==> src/rtl/hazard_ctrl_pkg.sv <==
`default_nettype none
// ============================================================================
// Module   : hazard_ctrl_pkg
// Brief    : Shared constants and FSM state type for the issue hazard control.
// Revision : 1.0  initial release
// ============================================================================
package hazard_ctrl_pkg;

    localparam int NREG = 8;

    localparam int c_EAX = 0;
    localparam int c_ECX = 1;
    localparam int c_EDX = 2;
    localparam int c_EBX = 3;
    localparam int c_ESP = 4;
    localparam int c_EBP = 5;
    localparam int c_ESI = 6;
    localparam int c_EDI = 7;

    typedef enum logic [1:0] {
        ST_IDLE   = 2'd0,
        ST_FLUSH  = 2'd1,
        ST_REFILL = 2'd2
    } state_t;

endpackage
`default_nettype wire

==> src/rtl/hazard_scoreboard.sv <==
`default_nettype none
// ============================================================================
// Module   : hazard_scoreboard
// Brief    : Per-GPR pending-write counters, RAW/WAW detect, busy/error flags.
// Revision : 1.0  initial release
// ============================================================================
module hazard_scoreboard
    import hazard_ctrl_pkg::*;
#(
    parameter int NREG  = hazard_ctrl_pkg::NREG,
    parameter int CNT_W = 2
) (
    input  logic            clk,
    input  logic            rst,
    input  logic            issue,
    input  logic [NREG-1:0] src_mask,
    input  logic [NREG-1:0] dst_mask,
    input  logic            wb_valid,
    input  logic [NREG-1:0] wb_dst_mask,
    output logic            hazard,
    output logic            dst_full,
    output logic            sb_busy,
    output logic            sb_err
);

    localparam logic [CNT_W-1:0] c_CNT_MAX = '1;

    logic [NREG-1:0] w_pending;
    logic [NREG-1:0] w_full;
    logic [NREG-1:0] w_bad;
    logic            r_err;

    generate
        for (genvar gi = 0; gi < NREG; gi++) begin : g_cnt
            logic             w_inc;
            logic             w_dec;
            logic [CNT_W-1:0] r_cnt;

            assign w_inc         = issue & dst_mask[gi];
            assign w_dec         = wb_valid & wb_dst_mask[gi];
            assign w_pending[gi] = (r_cnt != '0);
            assign w_full[gi]    = (r_cnt == c_CNT_MAX);
            // Coincident inc/dec cancel; the counter saturates at both ends.
            assign w_bad[gi]     = (w_dec & ~w_inc & ~w_pending[gi])
                                 | (w_inc & ~w_dec & w_full[gi]);

            always_ff @(posedge clk) begin
                if (rst) begin
                    r_cnt <= '0;
                end else if (w_inc & ~w_dec & ~w_full[gi]) begin
                    r_cnt <= r_cnt + 1'b1;
                end else if (w_dec & ~w_inc & w_pending[gi]) begin
                    r_cnt <= r_cnt - 1'b1;
                end
            end
        end
    endgenerate

    always_ff @(posedge clk) begin
        if (rst) begin
            r_err <= 1'b0;
        end else if (|w_bad) begin
            r_err <= 1'b1;
        end
    end

    assign hazard   = |((src_mask | dst_mask) & w_pending);
    assign dst_full = |(dst_mask & w_full);
    assign sb_busy  = |w_pending;
    assign sb_err   = r_err;

endmodule
`default_nettype wire

==> src/rtl/hazard_ctrl.sv <==
`default_nettype none
// ============================================================================
// Module   : hazard_ctrl
// Brief    : Decode issue control: scoreboard stalls plus mispredict flush FSM.
// Revision : 1.0  initial release
// ============================================================================
module hazard_ctrl
    import hazard_ctrl_pkg::*;
#(
    parameter int NREG       = hazard_ctrl_pkg::NREG,
    parameter int CNT_W      = 2,
    parameter int REFILL_CYC = 2
) (
    input  logic            clk,
    input  logic            rst,
    input  logic            id_valid,
    input  logic [NREG-1:0] id_src_mask,
    input  logic [NREG-1:0] id_dst_mask,
    input  logic            wb_valid,
    input  logic [NREG-1:0] wb_dst_mask,
    input  logic            ex_br_valid,
    input  logic            ex_br_mispredict,
    input  logic [31:0]     ex_br_target,
    output logic            stall,
    output logic            id_issue,
    output logic            flush,
    output logic            redirect_valid,
    output logic [31:0]     redirect_pc,
    output logic            sb_busy,
    output logic            sb_err
);

    localparam int              c_RC_W    = $clog2(REFILL_CYC + 1);
    localparam logic [c_RC_W-1:0] c_RC_LOAD = c_RC_W'(REFILL_CYC - 1);

    state_t            r_state;
    state_t            w_state_nxt;
    logic [c_RC_W-1:0] r_refill_cnt;
    logic [c_RC_W-1:0] w_refill_nxt;
    logic              w_mispredict;
    logic              w_blocked;
    logic              w_hazard;
    logic              w_dst_full;
    logic              w_sb_busy;
    logic              w_sb_err;

    assign w_mispredict = ex_br_valid & ex_br_mispredict;

    hazard_scoreboard #(
        .NREG  (NREG),
        .CNT_W (CNT_W)
    ) u_sb (
        .clk         (clk),
        .rst         (rst),
        .issue       (id_issue),
        .src_mask    (id_src_mask),
        .dst_mask    (id_dst_mask),
        .wb_valid    (wb_valid),
        .wb_dst_mask (wb_dst_mask),
        .hazard      (w_hazard),
        .dst_full    (w_dst_full),
        .sb_busy     (w_sb_busy),
        .sb_err      (w_sb_err)
    );

    always_ff @(posedge clk) begin
        if (rst) begin
            r_state      <= ST_IDLE;
            r_refill_cnt <= '0;
        end else begin
            r_state      <= w_state_nxt;
            r_refill_cnt <= w_refill_nxt;
        end
    end

    always_comb begin
        w_state_nxt    = r_state;
        w_refill_nxt   = r_refill_cnt;
        flush          = 1'b0;
        redirect_valid = 1'b0;
        redirect_pc    = '0;
        w_blocked      = 1'b0;
        id_issue       = 1'b0;
        stall          = 1'b0;

        // A new mispredict wins from any state, restarting the flush sequence.
        if (w_mispredict) begin
            w_state_nxt  = ST_FLUSH;
            w_refill_nxt = '0;
        end else begin
            case (r_state)
                ST_FLUSH: begin
                    w_state_nxt  = ST_REFILL;
                    w_refill_nxt = c_RC_LOAD;
                end
                ST_REFILL: begin
                    if (r_refill_cnt == '0) begin
                        w_state_nxt = ST_IDLE;
                    end else begin
                        w_refill_nxt = r_refill_cnt - 1'b1;
                    end
                end
                default: ;
            endcase
        end

        if (!rst) begin
            flush          = w_mispredict | (r_state == ST_FLUSH);
            redirect_valid = w_mispredict;
            redirect_pc    = w_mispredict ? ex_br_target : '0;
            w_blocked      = w_hazard | w_dst_full | (r_state != ST_IDLE) | flush;
            id_issue       = id_valid & ~w_blocked;
            stall          = id_valid & w_blocked & ~flush;
        end
    end

    assign sb_busy = ~rst & w_sb_busy;
    assign sb_err  = ~rst & w_sb_err;

endmodule
`default_nettype wire

==> config.mk <==
export PLATFORM = sky130hd
export DESIGN_NAME = hazard_ctrl
export DESIGN_NICKNAME = d
export VERILOG_FILES = /design/src/rtl/hazard_ctrl_pkg.sv /design/src/rtl/hazard_scoreboard.sv /design/src/rtl/hazard_ctrl.sv
export SDC_FILE = /design/constraint.sdc
export NUM_CORES = 1
export LEC_CHECK = 0
export BUFFER_PORTS_ARGS = -buffer_cell sky130_fd_sc_hd__buf_4
export CAP_MARGIN = 10
export CORE_UTILIZATION = 30
export CTS_BUF_LIST = sky130_fd_sc_hd__clkbuf_16
export DETAILED_ROUTE_END_ITERATION = 16
export SYNTH_ARGS = -nofsm -noshare
export SYNTH_HDL_FRONTEND = slang
export SYNTH_HIERARCHICAL = 1
export SYNTH_SLANG_ARGS = --single-unit
==> constraint.sdc <==
create_clock -name clk -period 2.88 [get_ports clk]
set_input_delay 0.432 -clock clk [delete_from_list [all_inputs] [get_ports clk]]
set_output_delay 0.432 -clock clk [all_outputs]
set_load 0.01 [all_outputs]
==> flow_metrics.tcl, run 1 <==
set metrics [dict create \
    rows 26 \
    synth_area_sq_mm 0.00168 \
    postSynthAreaPerCell_sq_um 7.10 \
    endpoint_kind "flop" \
    drt-total-wl_um 5190 \
    clock_sinks 21 \
    startpoint_type "flop" \
    slew-limit-headroom 0.773 \
    yosys-top-cells-count "32 x and2_1, 26 x nand2_1, 25 x a21oi_1" \
    via_count 2027 \
    hold_path.class "flop to flop" \
    gp_congestion 0.854 \
    io_pins 100 \
    synth_top_area_share 0.250 \
    fmax_ghz 0.383 \
    yosysTopAreaCell "dfxtp_1" \
    cap_violations 0 \
    period_share 0.907 \
    seq_area_sq_um 420 \
    firstDrtPassIters 4 \
    arrival_ns 2.75 \
    cts_setup_buffers 0 \
    status "completed" \
    syn-instance-count 237 \
    grt_max_degree 34 \
    required_ns 3.02 \
    root_buffer "clkbuf_16" \
    initial_utilization 0.321 \
    setup_viol 0 \
    crit_family "simple AND/OR/NAND/NOR gates" \
    finalMaxSlewViolations 0 \
    diodes 0 \
    overflow 0 \
    ys_ff_latch 21 \
    nNetsFinal 392 \
    synth.area.mux_share 0.00892 \
    dp_slack_ns 0.232 \
    async_reset_ff_frac 0 \
    clkLatencyLatePin_ns 0.26 \
    hold_viol 0 \
    leakage_uw 0.00116 \
    fin_crit_ns 2.61 \
    cpMaxStageDelayCell "dfxtp_1" \
    core_area_sq_mm 0.00524 \
    grt_antenna_before_repair 0 \
    vias_per_cell 5.09 \
    synthXorXnorAreaFrac 0 \
    drt_iter0_drc 74 \
    synthesis.nets 300 \
    multiInputGateArea_sq_mm 0.00113 \
    die_w_um 76.9 \
    crit_type "flop to flop" \
    yosys_warnings 6 \
    synth_top_family_by_area "simple AND/OR/NAND/NOR gates" \
    drc 0 \
    synthAdderAreaFrac 0.00743 \
    yosysUniqueCellTypes 44 \
    rsz0062_at_grt "false" \
    synth_compound_area_frac 0.323 \
    vdd_drop_max_uv 225 \
    h-tree-depth 1 \
    die_area_sq_mm 0.00591 \
    grt_pass1_vias 1828 \
    synth_simple_gate_area_frac 0.333 \
    placed_cells 394 \
    clkTransAtPathRegs_ns 0.06 \
    slowest_delay_ns 0.37 \
    area_delta_synth_final_pct 50.8 \
    cts_max_path_buffers 2 \
    ctsHoldBuffers 0 \
    path_cells "or2_1 -> o21ai_0 -> o2111ai_1 -> or2_2 -> nor2_1 -> and4_1 -> buf_4 -> nand2_1 -> nand3_1 -> o32ai_1 -> nor4_1 -> a31oi_1" \
    p_per_area_mw_per_mm2 324 \
    setup_slack_ns 0.268 \
    ant_nets 0 \
    fin_cells 398 \
    tightest_slew_ns 0.340 \
    fin_tns_setup_ns 0 \
    timing.hold.ws_ns 0.517 \
    ys_top_cells_by_area "dfxtp_1 25%, and2_1 12%, a21oi_1 7.4%" \
    synth_most_common_cell "and2_1" \
    ys_seq_area_frac 0.250 \
    skew_ns 0.00582 \
    path_buf_inv 1 \
    drive_gt1_frac 0.357 \
    worst-path-max-fanout 12 \
    grt_pass1_wl_um 8580 \
    fillCellCount 521 \
    wl_per_cell_um 13.0 \
    cts_tree "done" \
    io_buffers 99 \
    cts_resized 0 \
    synth_ff_type "dfxtp_1" \
    cts_buffers 3 \
    die_h_um 76.9 \
    dp_hpwl_um 4030 \
    grt_usage 0.176 \
    synth_edf_count 0 \
]
[sequential cells by signal (all words and copies together), names as in the netlist]
register and count:
u_sb/sb_err 1, u_sb/g_cnt.r_cnt 16, r_refill_cnt 2, r_state 2
[stage by stage]
stage | util | power (uW) | area [sq um]
4_1_cts | 0.484 | 834 | 2540
6_report | 0.484 | 822 | 2540
5_1_grt | 0.484 | 866 | 2540
3_3_place_gp | 0.469 | 528 | 2460
2_1_floorplan | - | 413 | 1680
3_5_place_dp | 0.469 | 529 | 2460
[cell usage in the layout (no fill, tap or decap), types with 9 or more instances in the layout]
cell type    n
a21o_1       9
buf_4      104
a21oi_1     25
nand2_1     26
nand3_1     11
inv_1       11
and2_1      32
dfxtp_1     21
nor2_1       9
o21ai_0     15
[power by group]
group          internal [uW]  switching, uW  leakage, uW
Sequential               298           11.6     0.000170
Combinational            118           95.5     0.000945
Clock                    185            114    0.0000423
Total                    601            221      0.00116
[final timing paths]
| check | startpoint | end | slack (ns) | cells past startpoint |
|---|---|---|---|---|
| setup / recovery | u_sb/g_cnt[6].r_cnt[0]$_SDFFE_PP0P_ | u_sb/sb_err$_SDFFE_PP0P_ | 0.27 | 12 |
| hold / removal | u_sb/g_cnt[6].r_cnt[1]$_SDFFE_PP0P_ | u_sb/g_cnt[6].r_cnt[0]$_SDFFE_PP0P_ | 0.52 | 2 |
| setup reg to reg | u_sb/g_cnt[6].r_cnt[0]$_SDFFE_PP0P_ | u_sb/sb_err$_SDFFE_PP0P_ | 0.27 | 12 |
| hold reg to reg | u_sb/g_cnt[6].r_cnt[1]$_SDFFE_PP0P_ | u_sb/g_cnt[6].r_cnt[0]$_SDFFE_PP0P_ | 0.52 | 2 |
[area by class of cell]
type	instances	share of cell area
flip-flops and latches	21	0.166
clock buffers	3	0.0296
multi-input cells	189	0.446
repair buffers	104	0.308
inverters	10	0.0148
well taps	70	0.0345
clock inverters	1	0.00148
[cells by family after synthesis]
group	after synthesis
compound gates	83
mux	1
buf+inv	27
fa+ha+maj	1
flops	21
simple gates	104
[layer usage]
| layer | track usage | up-vias | wire, um |
|---|---|---|---|
| li1 | - | 1035 | - |
| met1 | 0.216 | 902 | 2230 |
| met2 | 0.304 | 87 | 2390 |
| met3 | 0.0548 | 3 | 544 |
| met4 | 0.0288 | 0 | 24 |
| met5 | 0 | - | 0 |
[tightest hold or removal path, stage by stage, from the launching register on]
cell and delay [ns]:
dfxtp_1 0.35, nand2_1 0.07, a21oi_1 0.06
(Power assumes the default switching activity.)
==> run 2: changes to the inputs <==
--- a/config.mk
+++ b/config.mk
@@ -7,9 +7,10 @@
 export LEC_CHECK = 0
 export BUFFER_PORTS_ARGS = -buffer_cell sky130_fd_sc_hd__buf_4
 export CAP_MARGIN = 10
-export CORE_UTILIZATION = 30
+export CORE_UTILIZATION = 44
 export CTS_BUF_LIST = sky130_fd_sc_hd__clkbuf_16
 export DETAILED_ROUTE_END_ITERATION = 16
+export PLACE_DENSITY = 0.81
 export SYNTH_ARGS = -nofsm -noshare
 export SYNTH_HDL_FRONTEND = slang
 export SYNTH_HIERARCHICAL = 1
==> run 2 against run 1 <==
  * Non-clock buffer count shrank 3
  * Critical endpoint unchanged
  * Sequential share of layout area grew 0.33 points
  * Highest routed layer unchanged
  * Global-route usage grew 6.7 points
  * Wire length shrank 4.4%
  * Largest cell class unchanged
  * Flip-flop and latch count is the same
  * Critical path depth is the same
  * Via count shrank 3.8%
==> flow_metrics.tcl, run 2 (synthesis gave the netlist of run 1 again) <==
set metrics [dict create \
    status "completed" \
    finalMaxSlewViolations 0 \
    root_buffer "clkbuf_16" \
    io_buffers 99 \
    io_pins 100 \
    cts_setup_buffers 0 \
    cpMaxStageDelayCell "dfxtp_1" \
    via_count 1950 \
    leakage_uw 0.00114 \
    grt_max_degree 34 \
    p_per_area_mw_per_mm2 325 \
    setup_slack_ns 0.311 \
    fin_cells 373 \
    diodes 0 \
    core_area_sq_mm 0.00366 \
    area_delta_synth_final_pct 47.8 \
    slowest_delay_ns 0.36 \
    firstDrtPassIters 4 \
    startpoint_type "flop" \
    hold_path.class "flop to flop" \
    die_w_um 63.8 \
    placed_cells 369 \
    grt_usage 0.243 \
    ant_nets 0 \
    arrival_ns 2.70 \
    p_total_uw 809 \
    ctsHoldBuffers 0 \
    rows 22 \
    clock_sinks 21 \
    skew_ns 0.00524 \
    crit_type "flop to flop" \
    largest_register_ffs 16 \
    clkLatencyLatePin_ns 0.25 \
    drive_gt1_frac 0.351 \
    grt_pass1_wl_um 8000 \
    setup_viol 0 \
    cts_max_path_buffers 2 \
    cts_tree "done" \
    fin_crit_ns 2.57 \
    worst-path-max-fanout 12 \
    drt-total-wl_um 4960 \
    vias_per_cell 5.23 \
    die_h_um 63.8 \
    die_area_sq_mm 0.00408 \
    dp_slack_ns 0.311 \
    tightest_slew_ns 0.329 \
    dr_wl_met3_um 219 \
    vdd_drop_max_uv 314 \
    top_layer "met4" \
    wl_per_cell_um 13.3 \
    final_common_cell "buf_4" \
    gp_congestion 0.809 \
    wl_met1_um 2240 \
    fin_tns_setup_ns 0 \
    nNetsFinal 389 \
    top_register "u_sb/g_cnt.r_cnt" \
    hold_viol 0 \
    initial_utilization 0.460 \
    endpoint_kind "flop" \
    cap_violations 0 \
    cts_resized 0 \
    slew-limit-headroom 0.780 \
    grt_pass1_vias 1743 \
    wl_met2_um 2470 \
    dp_hpwl_um 3860 \
    period_share 0.892 \
    path_cells "or2_1 -> o21ai_0 -> o2111ai_1 -> or2_2 -> nor2_1 -> and4_1 -> buf_4 -> nand2_1 -> nand3_1 -> o32ai_1 -> nor4_1 -> a31oi_1" \
    path_buf_inv 1 \
    cts_buffers 3 \
    timing.hold.ws_ns 0.508 \
    drc 0 \
    clkTransAtPathRegs_ns 0.06 \
    final_cell_mix "101 x buf_4, 32 x and2_1, 26 x nand2_1" \
    overflow 0 \
    grt_antenna_before_repair 0 \
    reg.largest.list "u_sb/g_cnt.r_cnt: 16 flops, r_refill_cnt: 2 flops, r_state: 2 flops" \
    rsz0062_at_grt "false" \
    fmax_ghz 0.389 \
    required_ns 3.01 \
    drt_iter0_drc 58 \
    h-tree-depth 1 \
    rrSetupSlack_ns 0.31 \
    crit_family "simple AND/OR/NAND/NOR gates" \
]
[run 2: worst register-to-register path: stages (launching register included)]
cell and delay [ns]:
dfxtp_1 0.36, or2_1 0.26, o21ai_0 0.10, o2111ai_1 0.12, or2_2 0.30, nor2_1 0.13
and4_1 0.21, buf_4 0.19, nand2_1 0.12, nand3_1 0.16, o32ai_1 0.10, nor4_1 0.28
a31oi_1 0.11
[run 2: metal layers]
metal  vias to the layer above  track usage
met5                         -            0
li1                       1028            -
met2                        56        0.419
met1                       862        0.321
met3                         4       0.0411
met4                         0       0.0341
[run 2: metrics by stage]
step / cell area (sq um) / utilization
2_1_floorplan: 1680 / -
3_3_place_gp: 2410 / 0.658
3_5_place_dp: 2410 / 0.658
4_1_cts: 2490 / 0.679
5_1_grt: 2490 / 0.679
6_report: 2490 / 0.679
[run 2: layout make-up]
type / instances / area (sq um)
fillers: 332 / 1170
repair buffers: 101 / 758
clock inverters: 1 / 3.75
multi-input cells: 189 / 1130
inverters: 10 / 37.5
flip-flops and latches: 21 / 420
well taps: 48 / 60.1
clock buffers: 3 / 75.1
[run 2: power breakdown]
part           switching (uW)  leakage, uW  internal (uW)  total, uW
registers                12.2     0.000170            298        310
clock network             104    0.0000423            185        289
logic                    93.0     0.000930            117        210
total                     209      0.00114            600        809
[run 2: path summary, 6_finish.rpt]
kind,endpoint,startpoint,cells after the start
setup / recovery,u_sb/sb_err$_SDFFE_PP0P_,u_sb/g_cnt[7].r_cnt[0]$_SDFFE_PP0P_,12
hold reg to reg,r_refill_cnt[0]$_SDFFE_PP0P_,r_refill_cnt[0]$_SDFFE_PP0P_,2
hold / removal,r_refill_cnt[0]$_SDFFE_PP0P_,r_refill_cnt[0]$_SDFFE_PP0P_,2
setup reg to reg,u_sb/sb_err$_SDFFE_PP0P_,u_sb/g_cnt[7].r_cnt[0]$_SDFFE_PP0P_,12
